[config.mk]
export PLATFORM = sky130hd
export DESIGN_NAME = pipe_stage_reg
export DESIGN_NICKNAME = d
export VERILOG_FILES = /design/src/rtl/pipe_stage_reg_pkg.sv /design/src/rtl/pipe_stage_reg.sv
export SDC_FILE = /design/constraint.sdc
export NUM_CORES = 1
export LEC_CHECK = 0
export ABC_AREA = 1
export CORE_MARGIN = 2
export CORE_UTILIZATION = 53
export CTS_CLUSTER_SIZE = 30
export DETAILED_ROUTE_END_ITERATION = 8
export GPL_ROUTABILITY_DRIVEN = 1
export PLACE_DENSITY = 0.85
export SETUP_SLACK_MARGIN = 0.2
export SLEW_MARGIN = 20
export SYNTH_ARGS = -nofsm -noshare
export SYNTH_HDL_FRONTEND = slang
export SYNTH_SLANG_ARGS = --single-unit
[constraint.sdc]
create_clock -name clk -period 18.35 [get_ports clk]
set_input_delay 3.67 -clock clk [delete_from_list [all_inputs] [get_ports clk]]
set_output_delay 3.67 -clock clk [all_outputs]
set_load 0.02 [all_outputs]
[src/rtl/pipe_stage_reg_pkg.sv]
// Shared definitions for the pipeline-stage registers: occupancy type,
// bubble control encodings and the EX-stage control field layout.
package pipe_stage_reg_pkg;

    typedef logic [1:0] occ_t;

    typedef enum logic [3:0] {
        ALU_ADD = 4'd0,
        ALU_SUB = 4'd1,
        ALU_AND = 4'd2,
        ALU_OR  = 4'd3,
        ALU_XOR = 4'd4,
        ALU_SLT = 4'd5
    } aluOp_e;

    typedef enum logic [1:0] {
        DEST_ALU = 2'd0,
        DEST_MEM = 2'd1,
        DEST_PC  = 2'd2
    } dest_e;

    localparam int EX_ALUOP_OFF = 0;
    localparam int EX_ALUOP_W   = 4;
    localparam int EX_DEST_OFF  = 4;
    localparam int EX_DEST_W    = 2;
    localparam int EX_REGWR_OFF = 6;
    localparam int EX_MEMWR_OFF = 7;
    localparam int EX_CTRL_W    = 8;

    // Bubble control word: ALU_ADD, result to ALU, no register or memory write.
    function automatic logic [EX_CTRL_W-1:0] exCtrlBubble();
        logic [EX_CTRL_W-1:0] ctrl;
        ctrl = '0;
        ctrl[EX_ALUOP_OFF +: EX_ALUOP_W] = ALU_ADD;
        ctrl[EX_DEST_OFF +: EX_DEST_W]   = DEST_ALU;
        ctrl[EX_REGWR_OFF]               = 1'b0;
        ctrl[EX_MEMWR_OFF]               = 1'b0;
        return ctrl;
    endfunction

endpackage

[src/rtl/pipe_stage_reg.sv]
// Generic valid/ready pipeline-stage register with stall hold, flush-to-bubble
// and an optional skid entry that keeps in_ready_o purely registered.
module pipe_stage_reg
    import pipe_stage_reg_pkg::*;
#(
    parameter int                DATA_W     = 128,
    parameter logic [DATA_W-1:0] BUBBLE_VAL = {DATA_W{1'b0}},
    parameter bit                SKID       = 1'b1
) (
    input  logic              clk,
    input  logic              reset,
    input  logic              flush_i,
    input  logic              in_valid_i,
    output logic              in_ready_o,
    input  logic [DATA_W-1:0] in_data_i,
    output logic              out_valid_o,
    input  logic              out_ready_i,
    output logic [DATA_W-1:0] out_data_o,
    output occ_t              occupancy_o
);

    logic              r_mainValid;
    logic [DATA_W-1:0] r_mainData;
    logic              w_skidValid;
    logic              w_pop;
    logic              w_accept;

    assign w_pop    = r_mainValid && out_ready_i;
    assign w_accept = in_valid_i && in_ready_o;

    generate
        if (SKID) begin : g_skid
            logic              r_skidValid;
            logic [DATA_W-1:0] r_skidData;

            // A pending skid entry blocks upstream, so it only ever drains into main.
            always_ff @(posedge clk) begin
                if (reset || flush_i) begin
                    r_mainValid <= 1'b0;
                    r_skidValid <= 1'b0;
                end else if (r_skidValid) begin
                    if (w_pop) begin
                        r_mainData  <= r_skidData;
                        r_skidValid <= 1'b0;
                    end
                end else if (w_accept) begin
                    if (!r_mainValid || w_pop) begin
                        r_mainData  <= in_data_i;
                        r_mainValid <= 1'b1;
                    end else begin
                        r_skidData  <= in_data_i;
                        r_skidValid <= 1'b1;
                    end
                end else if (w_pop) begin
                    r_mainValid <= 1'b0;
                end
            end

            assign w_skidValid = r_skidValid;
            assign in_ready_o  = !r_skidValid;
        end else begin : g_single
            always_ff @(posedge clk) begin
                if (reset || flush_i) begin
                    r_mainValid <= 1'b0;
                end else if (w_accept) begin
                    r_mainData  <= in_data_i;
                    r_mainValid <= 1'b1;
                end else if (w_pop) begin
                    r_mainValid <= 1'b0;
                end
            end

            assign w_skidValid = 1'b0;
            assign in_ready_o  = !r_mainValid || out_ready_i;
        end
    endgenerate

    assign out_valid_o = r_mainValid;
    assign out_data_o  = r_mainValid ? r_mainData : BUBBLE_VAL;
    assign occupancy_o = {1'b0, r_mainValid} + {1'b0, w_skidValid};

endmodule

* Word level (Yosys, flattened, before mapping)
Index checks and enable logic that the tools add are counted.
** Cells by class
- Bitwise operators :: 3
- Reduce and logical (&&, ||, !) cells :: 12
- Add/sub/neg operators :: 1
- Muxes and demuxes :: 12
- Equality and inequality tests :: 2
** Operators by type and width (count)
- $mux W128 :: 5
- $reduce_and A4 Y1 :: 2
- $mux W1 :: 7
- $reduce_bool A2 Y1 :: 3
- $not A1 Y1 :: 3
- $reduce_and A3 Y1 :: 1
- $add A1 B1 Y2 :: 1
- $logic_and A1 B1 Y1 :: 2
- $logic_not A1 Y1 :: 2
- $logic_or A1 B1 Y1 :: 2
- $ne A2 B1 Y1 const B :: 1
- $ne A2 B2 Y1 const B :: 1
** Storage, ports and cells
- Register bits :: 258
- Bits of input ports :: 133
- Output and inout port bits :: 132
- Logic and storage cells :: 34

* Logic depth before layout (Yosys ltp)
Gate-level depths: netlist of run 1.
- Word-level depth :: 5
- Gate-level depth with buffers :: 7
- Depth with buffers taken out :: 5

* Worst setup path after synthesis of run 1
No wires, ideal clock.
- Path type :: input to register
- Start point :: in flush_i
- End point :: reg r_mainData[0], enable pin
- Setup time :: 0.617 ns
- Data arrival time :: 9.261 ns
- Setup slack :: 8.471 ns
- Cell stages on the path :: 3
- Required time :: 17.733 ns
- Cell sequence :: nor2_1 > nand2_1 > nor2_1
** Between the ends
- Longest elaborated chain between the ends :: 3
** Ends and longest elaborated chain
- from (decl) :: line pipe_stage_reg.sv:12 : input logic flush_i,
- $logic_or A1 B1 Y1 :: line pipe_stage_reg.sv:38 : if (reset || flush_i) begin
- $not A1 Y1 (no line)
- $reduce_and A4 Y1 (no line)
- to (signal assigned) :: line pipe_stage_reg.sv:43 : r_mainData <= r_skidData;
- to (signal assigned) :: line pipe_stage_reg.sv:48 : r_mainData <= in_data_i;
- to (decl) :: line pipe_stage_reg.sv:23 : logic [DATA_W-1:0] r_mainData;
Every way passes these cells.
A chain may end at the register's enable or synchronous reset.

* Worst setup path after layout of run 1
- Start point :: reg g_skid.r_skidValid
- End point :: out in_ready_o
** Between the ends
- Longest elaborated chain between the ends :: 1
** Ends and longest elaborated chain
- from (decl) :: line pipe_stage_reg.sv:33 : logic r_skidValid;
- from (signal assigned) :: line pipe_stage_reg.sv:40 : r_skidValid <= 1'b0;
- from (signal assigned) :: line pipe_stage_reg.sv:44 : r_skidValid <= 1'b0;
- from (signal assigned) :: line pipe_stage_reg.sv:52 : r_skidValid <= 1'b1;
- $logic_not A1 Y1 :: line pipe_stage_reg.sv:60 : assign in_ready_o = !r_skidValid;
- to (decl) :: line pipe_stage_reg.sv:14 : output logic in_ready_o,
Every way passes these cells.

==> qor.log, run 1 <==
[run_status] status finished clean
[detailed_routing] number of routed nets with antenna violations 0
[sta] Period Utilization, post-route 37.3%
[worst_setup_path] Crit path arrival time 3170 ps
[sta] setup violation total in the final timing report 0
[yosys] count of warnings emitted by yosys 0
[place] DP HPWL 14.9 mm
[power_and_ir_drop] power share of the clock group 40.0%
[global_routing] pin count of the biggest net entering global routing 109
[finish] design area 14100 um^2
[clock_network] post-cts repair resize count 0
[min_path] Hold/Removal Path Class flop to flop
[yosys] top post-synthesis cells by count nand2_1 (522), edfxtp_1 (256), inv_1 (131), buf_4 (22), buf_2 (21)
[yosys] cell accounting for the most synthesized area edfxtp_1
[yosys] Post-synth EDFFs 256
[yosys] most frequently used flop master after synthesis edfxtp_1
[detailed_routing] final routed wire length divided by cell count 15.3 um
[sta] minimum period implied by the final worst setup slack 6840 ps
[clock_network] number of buffers inserted to repair setup after CTS 0
[worst_setup_path] maximum net fanout on the critical path 91
[flow_run] count of max-cap constraint violations 0
[yosys] library cells used by synthesis 12
[clock_network] count of clock tree sinks 258
[die] count of pins on the block boundary 265
[sta] actual transition at the worst max-transition pin 1010 ps
[clock_network] Root Driver clkbuf_16
[die] starting density of the core 54.0%
[yosys] cell types with the largest area share after synthesis edfxtp_1 (73%), nand2_1 (19%), inv_1 (4.7%)
[yosys] mapped cell area 10500 um^2
[detailed_routing] vias per cell 4.80
[power_and_ir_drop] power per unit of standard cell area 89.3 nW/um^2
[power_and_ir_drop] internal power of the cells 1000 uW
[yosys] sequential area share after synthesis 73.5%
[global_routing] global-route wire length before repair 35.0 mm
[worst_setup_path] Max stage delay cell, worst path buf_4
[die] floorplan die height 145 um
[finish] count of fill cells added during filler insertion 1331
[yosys] Cells after Synth 964
[die] placeable core region 19500 um^2
[global_routing] antenna violations before repair 1
[power_and_ir_drop] total leakage power 0.00623 uW
[die] Core Rows 51
[detailed_routing] routed vias 7218
[finish] area taken by multi-input logic gates 2010 um^2
[sta] Hold Violations, Final 0
[detailed_routing] Total Wirelength 23.0 mm
[clock_network] clk slew on worst S/H paths 60 ps
[sta] Peak Freq 146 MHz
[finish] ratio of cells with drive above 1 in the final layout 3.64%
[detailed_routing] first-iteration detailed-routing DRC count 486
[yosys] most frequently used cell type in the post-synthesis netlist nand2_1
[power_and_ir_drop] proportion of total power due to net switching 20.3%
[finish] synthesis-to-layout area growth 34.0%
[sta] skew final 7.47 ps
[global_routing] global routing usage summed across all routing layers 21.4%
[worst_setup_path] WS Path Type flop to primary output
[yosys] mean instance size in the synthesized netlist 10.9 um^2
[finish] core occupancy in the finished layout 72.3%
[worst_setup_path] CP cell instances buf_4, inv_4, clkdlybuf4s50_1
[power_and_ir_drop] peak supply drop 0.0857 mV
[place] IO buf count 264
[global_routing] aggregate global routing overflow 0
[clock_network] CTS tree built
[power_and_ir_drop] combinational fraction of design power 7.2%
[sta] RSZ-0062 raised after global routing false
[detailed_routing] number of detailed-routing iterations run before antenna repair 5
[finish] net count reported at finish 1352
[detailed_routing] DRC violation count after routing 0
[clock_network] H-Tree Depth 1
[place] GP Congestion 0.794
[clock_network] number of buffers created by CTS 26
[clock_network] Skew-Pair Late Insertion Delay 510 ps
[power_and_ir_drop] net switching component of the power 256 uW
[place] placed standard-cell area 13300 um^2
[power_and_ir_drop] Sequential Power Share 52.8%
[die] Total Die Area 21000 um^2
[sta] relative max-transition margin 32.8%
[worst_setup_path] Required @ worst endpoint 14680 ps
[yosys] total nets after synthesis 1098
[yosys] fraction of registers with async set or reset after synthesis 0%
[finish] FF+latch area 7730 um^2
[worst_setup_path] Worst Setup End Kind primary output
[die] horizontal extent of the die 145 um
[clock_network] maximum buffer depth of the clock tree 3
[yosys] number of synthesized register bits 258
[global_routing] via count of the first global-routing pass 6932
[sta] count of final max-slew check failures 0
[worst_setup_path] startpoint type of the worst setup path flop
[clock_network] CTS Hold Bufs 0
[sta] Sum Neg Setup Slack 0 ps
[worst_setup_path] slowest cell delay on critical path 810 ps
[yosys] fraction of post-synthesis cell area in the top cell type by area 73.2%
routing by layer:
| layer | global-route usage, % | vias up | wire length (um) |
|---|---|---|---|
| li1 | - | 3534 | - |
| met2 | 37.0 | 287 | 11700 |
| met5 | 0 | - | 0 |
| met4 | 8.12 | 0 | 820 |
| met1 | 26.5 | 3341 | 8830 |
| met3 | 4.80 | 56 | 1700 |
cells in the final DEF, fill, tap and decap left out, drive strengths merged:
| cell type | Yosys | final |
|---|---|---|
| diode | 0 | 1 |
| bufinv | 0 | 2 |
| nand2 | 522 | 522 |
| clkdlybuf4s50 | 0 | 264 |
| inv | 132 | 132 |
| ha | 1 | 1 |
| buf | 44 | 6 |
| nor2 | 3 | 3 |
| dfxtp | 2 | 2 |
| nand3 | 3 | 3 |
| clkbuf | 0 | 34 |
| edfxtp | 256 | 256 |
| clkinv | 0 | 11 |
| or2 | 1 | 1 |
cell type report:
cell class / count / share of cell area [%]
inverter: 132 / 3.55
clock buffer: 34 / 4.98
multi-input combinational: 530 / 14.3
sequential: 258 / 54.9
clock inverter: 13 / 0.755
antenna: 1 / 0.0178
tap: 265 / 2.35
timing repair buffer: 270 / 19.1
worst max-delay path: cells and delay by family (launching register included):
kind	cells	cell delay, ps
buf+inv	3	1990
flops	1	640
flip-flops by register name, indices dropped and copies added (netlist names):
signal,count
out_valid_o,1
g_skid.r_skidValid,1
g_skid.r_skidData,128
r_mainData,128
path summary, 6_finish.rpt:
check	startpoint	end	slack, ps	cells past startpoint
worst max-delay path	g_skid.r_skidValid$_SDFF_PP0_	in_ready_o	11510	3
worst min-delay path	g_skid.r_skidData[103]$_DFFE_PP_	r_mainData[103]$_DFFE_PP_	510	2
worst max register to register	g_skid.r_skidValid$_SDFF_PP0_	r_mainData[61]$_DFFE_PP_	14150	7
worst min register to register	g_skid.r_skidData[103]$_DFFE_PP_	r_mainData[103]$_DFFE_PP_	510	2
metrics by stage:
stage          hold slack [ps]  power [uW]  cells  worst slack [ps]
4_1_cts                    515        1270   1502             11450
2_1_floorplan              491         714    964              8470
3_3_place_gp               498         764   1455             11950
5_1_grt                    530        1300   1503             11340
3_5_place_dp               501         767   1455             11890
6_report                   512        1260   1503             11510
kinds of logic (layout without fill, tap and decap cells):
group,count (synthesis),after routing,share of synthesized area [%]
and+or+nand+nor,529,529,19.0
DFF,258,258,73.5
adders and majority gates,1,1,0.119
buffers and inverters,176,449,7.39
other,0,1,0
power by group through the flow:
| stage | Clock [uW] | Combinational [uW] | Sequential (uW) |
|---|---|---|---|
| 2_1_floorplan | 0 | 37.2 | 677 |
| 5_1_grt | 534 | 99.0 | 665 |
| 6_report | 503 | 90.8 | 664 |
| 3_3_place_gp | 0 | 88.4 | 676 |
| 3_5_place_dp | 0 | 91.0 | 676 |
| 4_1_cts | 512 | 91.6 | 664 |
No activity file was read; power rests on OpenSTA's default activity.
==> run 2, diff against run 1 <==
--- a/config.mk
+++ b/config.mk
@@ -7,11 +7,11 @@
 export LEC_CHECK = 0
 export ABC_AREA = 1
 export CORE_MARGIN = 2
-export CORE_UTILIZATION = 53
+export CORE_UTILIZATION = 44
 export CTS_CLUSTER_SIZE = 30
 export DETAILED_ROUTE_END_ITERATION = 8
 export GPL_ROUTABILITY_DRIVEN = 1
-export PLACE_DENSITY = 0.85
+export PLACE_DENSITY = 0.76
 export SETUP_SLACK_MARGIN = 0.2
 export SLEW_MARGIN = 20
 export SYNTH_ARGS = -nofsm -noshare
==> constraint.sdc (replaced) <==
create_clock -name clk -period 6.1 [get_ports clk]
set_input_delay 1.22 -clock clk [delete_from_list [all_inputs] [get_ports clk]]
set_output_delay 1.22 -clock clk [all_outputs]
set_load 0.02 [all_outputs]
==> qor.log, run 2 (synthesis results as in run 1) <==
[finish] area taken by multi-input logic gates 2010 um^2 [unchanged]
[global_routing] global-route wire length before repair 35.4 mm [+1.3%]
[global_routing] antenna violations before repair 1 [unchanged]
[clock_network] number of buffers inserted to repair setup after CTS 0 [unchanged]
[die] placeable core region 23500 um^2 [+21%]
[worst_setup_path] WS Path Type flop to primary output
[place] GP Congestion 0.806 [+1.5%]
[worst_setup_path] number of cells on the worst reg-to-reg path 6 [-1]
[place] Placement Setup Slack 2360 ps [-9540 ps]
[worst_setup_path] Crit path arrival time 2970 ps [-200 ps]
[worst_setup_path] Worst Setup End Kind primary output
[sta] count of final max-slew check failures 0 [unchanged]
[die] Core Rows 56 [+9.8%]
[sta] Period Utilization, post-route 68.6%
[finish] biggest regs g_skid.r_skidData (128), r_mainData (128)
[clock_network] post-cts repair resize count 0 [unchanged]
[detailed_routing] vias per cell 4.56 [-5.0%]
[clock_network] maximum buffer depth of the clock tree 3 [unchanged]
[min_path] Hold/Removal Path Class flop to flop
[sta] final hold slack 513 ps [+0.242 ps]
[detailed_routing] DRC violation count after routing 0 [unchanged]
[finish] synthesis-to-layout area growth 34.6%
[power_and_ir_drop] power per unit of standard cell area 263 nW/um^2 [+190%]
[clock_network] clk slew on worst S/H paths 60 ps [about the same]
[worst_setup_path] startpoint of the worst-slack reg-to-reg timing path out_valid_o$_SDFFE_PP0P_
[detailed_routing] number of detailed-routing iterations run before antenna repair 4 [-1]
[global_routing] pin count of the biggest net entering global routing 102 [-6.4%]
[sta] Sum Neg Setup Slack 0 ps [unchanged]
[clock_network] number of buffers created by CTS 26 [unchanged]
[place] DP HPWL 14.9 mm [about the same]
[clock_network] CTS Hold Bufs 0 [unchanged]
[power_and_ir_drop] peak supply drop 0.260 mV [+200%]
[finish] most frequent cells in the layout nand2_1 (522), clkdlybuf4s50_1 (264), edfxtp_1 (256)
[detailed_routing] Total Wirelength 23.2 mm [+0.79%]
[detailed_routing] first-iteration detailed-routing DRC count 412 [-15%]
[worst_setup_path] maximum net fanout on the critical path 70 [-23%]
[die] horizontal extent of the die 159 um [+9.5%]
[sta] setup violation total in the final timing report 0 [unchanged]
[clock_network] Root Driver clkbuf_16
[worst_setup_path] Worst R2R End g_skid.r_skidData[15]$_DFFE_PP_
[clock_network] CTS tree built
[worst_setup_path] origin of the worst setup path out_valid_o$_SDFFE_PP0P_
[min_path] Min-Delay Startpoint g_skid.r_skidData[107]$_DFFE_PP_
[detailed_routing] routed vias 7114 [-1.4%]
[sta] relative max-transition margin 30.2% [-2.6 points]
[run_status] status finished clean
[worst_setup_path] Max stage delay cell, worst path dfxtp_4
[sta] minimum period implied by the final worst setup slack 4190 ps
[sta] Peak Freq 239 MHz
[worst_setup_path] startpoint type of the worst setup path flop
[sta] fin worst setup slack 1910 ps [-9600 ps]
[global_routing] via count of the first global-routing pass 7040 [+1.6%]
[clock_network] H-Tree Depth 1 [unchanged]
[die] starting density of the core 44.8% [-9.2 points]
[flow_run] count of max-cap constraint violations 0 [unchanged]
[clock_network] count of clock tree sinks 258 [unchanged]
[die] Total Die Area 25100 um^2 [+20%]
[worst_setup_path] Required @ worst endpoint 4880 ps [-9800 ps]
[sta] RSZ-0062 raised after global routing false
[detailed_routing] final routed wire length divided by cell count 14.9 um [-2.8%]
[finish] count of fill cells added during filler insertion 1880 [+41%]
[sta] skew final 10.0 ps [+2.55 ps]
[die] floorplan die height 159 um [+9.5%]
[sta] actual transition at the worst max-transition pin 1040 ps [+36.7 ps]
[finish] ratio of cells with drive above 1 in the final layout 3.95% [+0.32 points]
[place] IO buf count 264 [unchanged]
[worst_setup_path] last element of the critical path out_data_o[112]
[global_routing] aggregate global routing overflow 0 [unchanged]
[worst_setup_path] CP cell instances buf_4, nand2_1, inv_1, clkdlybuf4s50_1
[detailed_routing] number of routed nets with antenna violations 0 [unchanged]
[worst_setup_path] register-to-register setup slack 2380 ps [-11770 ps]
[die] count of pins on the block boundary 265 [unchanged]
[global_routing] global routing usage summed across all routing layers 17.9% [-3.5 points]
[finish] FF+latch area 7730 um^2 [unchanged]
[finish] net count reported at finish 1353 [+0.074%]
[clock_network] Skew-Pair Late Insertion Delay 510 ps [about the same]
[worst_setup_path] slowest cell delay on critical path 760 ps [-50 ps]
[power_and_ir_drop] total leakage power 0.00622 uW [-0.11%]
[finish] most common library cell in the layout ignoring fill and taps nand2_1
[sta] Hold Violations, Final 0 [unchanged]
==> run 2: final cells by class <==
class	count	share of cell area (%)
Inverter	132	3.56
Antenna cell	1	0.0177
Timing Repair Buffer	271	19.2
Clock inverter	16	0.566
Sequential cell	258	54.7
Tap cell	319	2.82
Multi-Input combinational cell	530	14.2
Clock buffer	32	4.91
==> run 2: metrics by stage <==
stage / utilization, % / area (um^2) / total power [uW] / std cells
after CTS: 60.2 / 14100 / 3760 / 1557
after detailed placement: 56.9 / 13300 / 2310 / 1509
after global routing: 60.3 / 14100 / 3850 / 1559
after global placement: 56.9 / 13300 / 2300 / 1509
final: 60.3 / 14100 / 3720 / 1559
after floorplan: - / 10500 / 2150 / 964
==> run 2: where the power goes <==
part           internal [uW]  switching [uW]
clock                    807             641
combinational            140             128
sequential              1990            14.6
total                   2930             783
==> run 2: critical path, delay by kind of cell (launching register included) <==
family | cells | cell delay, ps
flops | 1 | 760
simple gates | 1 | 120
buf+inv | 3 | 1450
==> run 2: layer usage <==
layer | up-vias | part of all wire [%] | track usage [%]
li1 | 3534 | - | -
met1 | 3296 | 40 | 21.9
met2 | 229 | 51 | 31.4
met3 | 55 | 6.3 | 3.86
met4 | 0 | 3.2 | 6.65
met5 | - | 0 | 0
==> run 2: worst min-delay path by stage <==
stage                                            to  slack [ps]  cells past startpoint
final                     r_mainData[107]$_DFFE_PP_         510                      2
after global placement    r_mainData[120]$_DFFE_PP_         500                      2
after floorplan           r_mainData[114]$_DFFE_PP_         490                      2
after global routing       r_mainData[10]$_DFFE_PP_         530                      2
after detailed placement   r_mainData[65]$_DFFE_PP_         500                      2
after CTS                  r_mainData[10]$_DFFE_PP_         510                      2
==> run 3, diff against run 2 <==
--- a/config.mk
+++ b/config.mk
@@ -7,11 +7,11 @@
 export LEC_CHECK = 0
 export ABC_AREA = 1
 export CORE_MARGIN = 2
-export CORE_UTILIZATION = 44
+export CORE_UTILIZATION = 49
 export CTS_CLUSTER_SIZE = 30
 export DETAILED_ROUTE_END_ITERATION = 8
 export GPL_ROUTABILITY_DRIVEN = 1
-export PLACE_DENSITY = 0.76
+export PLACE_DENSITY = 0.8
 export SETUP_SLACK_MARGIN = 0.2
 export SLEW_MARGIN = 20
 export SYNTH_ARGS = -nofsm -noshare
==> constraint.sdc (replaced) <==
create_clock -name clk -period 4.3 [get_ports clk]
set_input_delay 0.86 -clock clk [delete_from_list [all_inputs] [get_ports clk]]
set_output_delay 0.86 -clock clk [all_outputs]
set_load 0.02 [all_outputs]
==> qor.log, run 3 (synthesis results as in run 1) <==
[finish] FF+latch area 7730 um^2 [unchanged]
[worst_setup_path] Crit path arrival time 2640 ps [-330 ps]
[finish] ratio of cells with drive above 1 in the final layout 3.79% [-0.17 points]
[clock_network] number of buffers created by CTS 26 [unchanged]
[finish] net count reported at finish 1355 [+0.15%]
[power_and_ir_drop] combinational fraction of design power 7.2% [about the same]
[detailed_routing] routed length on met1 8.98 mm [-2.8%]
[clock_network] CTS Hold Bufs 0 [unchanged]
[worst_setup_path] Worst Setup End Kind primary output
[power_and_ir_drop] Sequential Power Share 53.3% [-0.5 points]
[worst_setup_path] WS Path Type flop to primary output
[detailed_routing] uppermost signal routing layer after detailed routing met4
[power_and_ir_drop] total leakage power 0.00623 uW [+0.22%]
[sta] count of final max-slew check failures 0 [unchanged]
[clock_network] maximum buffer depth of the clock tree 3 [unchanged]
[detailed_routing] DRC violation count after routing 0 [unchanged]
[global_routing] antenna violations before repair 2 [+1]
[finish] most common library cell in the layout ignoring fill and taps nand2_1
[finish] area taken by multi-input logic gates 2010 um^2 [unchanged]
[finish] count of fill cells added during filler insertion 1511 [-20%]
[sta] actual transition at the worst max-transition pin 1040 ps [-4.19 ps]
[sta] setup violation total in the final timing report 0 [unchanged]
[worst_setup_path] number of buffer and inverter instances along the worst setup path 3 [unchanged]
[power_and_ir_drop] peak supply drop 0.232 mV [-11%]
[power_and_ir_drop] net switching component of the power 1100 uW [+41%]
[global_routing] global routing usage summed across all routing layers 20.1% [+2.1 points]
[worst_setup_path] gate family responsible for the most delay along the worst path buffers and inverters
[sta] minimum period implied by the final worst setup slack 3500 ps
[sta] Peak Freq 285 MHz
[sta] skew final 9.48 ps [-0.532 ps]
[finish] most frequent cells in the layout nand2_1 (522), clkdlybuf4s50_1 (264), edfxtp_1 (256)
[power_and_ir_drop] power per unit of standard cell area 376 nW/um^2 [+43%]
[detailed_routing] Total Wirelength 23.2 mm [-0.32%]
[finish] biggest regs g_skid.r_skidData (128), r_mainData (128)
[clock_network] H-Tree Depth 1 [unchanged]
[sta] Period Utilization, post-route 81.5%
[clock_network] clk slew on worst S/H paths 60 ps [about the same]
[finish] synthesis-to-layout area growth 34.7% [about the same]
[detailed_routing] vias per cell 4.75 [+4.0%]
[sta] fin worst setup slack 797 ps [-1120 ps]
[worst_setup_path] startpoint type of the worst setup path flop
[place] GP Congestion 0.798 [-0.97%]
[worst_setup_path] Max stage delay cell, worst path dfxtp_4
[detailed_routing] DR WL met2 11.5 mm [-2.4%]
[global_routing] aggregate global routing overflow 0 [unchanged]
[run_status] status finished clean
[clock_network] number of buffers inserted to repair setup after CTS 0 [unchanged]
[sta] relative max-transition margin 30.7% [+0.44 points]
[sta] RSZ-0062 raised after global routing false
[die] Total Die Area 22600 um^2 [-10%]
[worst_setup_path] slowest cell delay on critical path 790 ps [+30 ps]
[clock_network] Skew-Pair Late Insertion Delay 510 ps [about the same]
[detailed_routing] routed vias 7194 [+1.1%]
[worst_setup_path] CP cell instances buf_4, nand2_1, inv_1, clkdlybuf4s50_1
[die] Core Rows 53 [-5.4%]
[place] DP HPWL 15.0 mm [+0.54%]
[die] horizontal extent of the die 150 um [-5.1%]
[place] Placement Setup Slack 1320 ps [-1040 ps]
[global_routing] via count of the first global-routing pass 6967 [-1.0%]
[sta] Hold Violations, Final 0 [unchanged]
[detailed_routing] number of detailed-routing iterations run before antenna repair 5 [+1]
[worst_setup_path] Required @ worst endpoint 3440 ps [-1440 ps]
[detailed_routing] number of routed nets with antenna violations 0 [unchanged]
[place] IO buf count 264 [unchanged]
[detailed_routing] final routed wire length divided by cell count 15.3 um [+2.5%]
[sta] Sum Neg Setup Slack 0 ps [unchanged]
[flow_run] count of max-cap constraint violations 0 [unchanged]
[finish] number of inserted diodes 0 [-1]
[die] count of pins on the block boundary 265 [unchanged]
[power_and_ir_drop] power share of the clock group 39.5% [+0.5 points]
[worst_setup_path] maximum net fanout on the critical path 66 [-5.7%]
[min_path] Hold/Removal Path Class flop to flop
[clock_network] count of clock tree sinks 258 [unchanged]
[detailed_routing] Detail Route met3 WL 2.00 mm [+38%]
[global_routing] pin count of the biggest net entering global routing 97 [-4.9%]
[clock_network] CTS tree built
[global_routing] global-route wire length before repair 35.5 mm [+0.25%]
[power_and_ir_drop] internal power of the cells 4230 uW [+44%]
[clock_network] Root Driver clkbuf_16
[detailed_routing] first-iteration detailed-routing DRC count 439 [+6.6%]
[power_and_ir_drop] proportion of total power due to net switching 20.7% [-0.41 points]
[die] floorplan die height 150 um [-5.1%]
[clock_network] post-cts repair resize count 0 [unchanged]
[die] starting density of the core 50.0% [+5.2 points]
[die] placeable core region 21000 um^2 [-10%]
==> run 3: layout make-up <==
class | count | share of cell area [%]
tap | 275 | 2.43
timing repair buffer | 273 | 19.6
inverter | 132 | 3.54
sequential | 258 | 54.6
multi-input combinational | 530 | 14.2
clock inverter | 12 | 0.557
clock buffer | 36 | 5.01
==> run 3: power groups by stage <==
stage          clock network [uW]  logic (uW)  registers [uW]
4_1_cts                      2140         388            2840
3_3_place_gp                    0         375            2890
2_1_floorplan                   0         159            2880
5_1_grt                      2230         421            2840
3_5_place_dp                    0         385            2890
6_report                     2100         385            2840
==> run 3: through the flow <==
step,instances,instance area [um^2],total power (uW),util (%),hold slack (ps)
after detailed placement,1468,13400,3280,63.6,501
after global placement,1468,13400,3270,63.6,496
after floorplan,964,10500,3040,-,491
after global routing,1516,14200,5490,67.3,529
final,1516,14200,5330,67.3,513
after CTS,1516,14200,5360,67.3,514
==> run 3: tightest hold or removal path, stage by stage, from the launching register on <==
cell and delay [ps]:
edfxtp_1 320, nand2_1 50, nand2_1 50
==> run 3: layer usage <==
metal	vias to the layer above	track usage, %
met3	52	4.82
li1	3531	-
met2	289	33.6
met4	0	6.13
met1	3322	26.0
met5	-	0
==> run 3: final timing paths <==
check	startpoint	to	slack, ps	cells after the start
min reg2reg	g_skid.r_skidData[89]$_DFFE_PP_	r_mainData[89]$_DFFE_PP_	510	2
min	g_skid.r_skidData[89]$_DFFE_PP_	r_mainData[89]$_DFFE_PP_	510	2
max	out_valid_o$_SDFFE_PP0P_	out_data_o[20]	800	4
max reg2reg	out_valid_o$_SDFFE_PP0P_	r_mainData[19]$_DFFE_PP_	1840	5
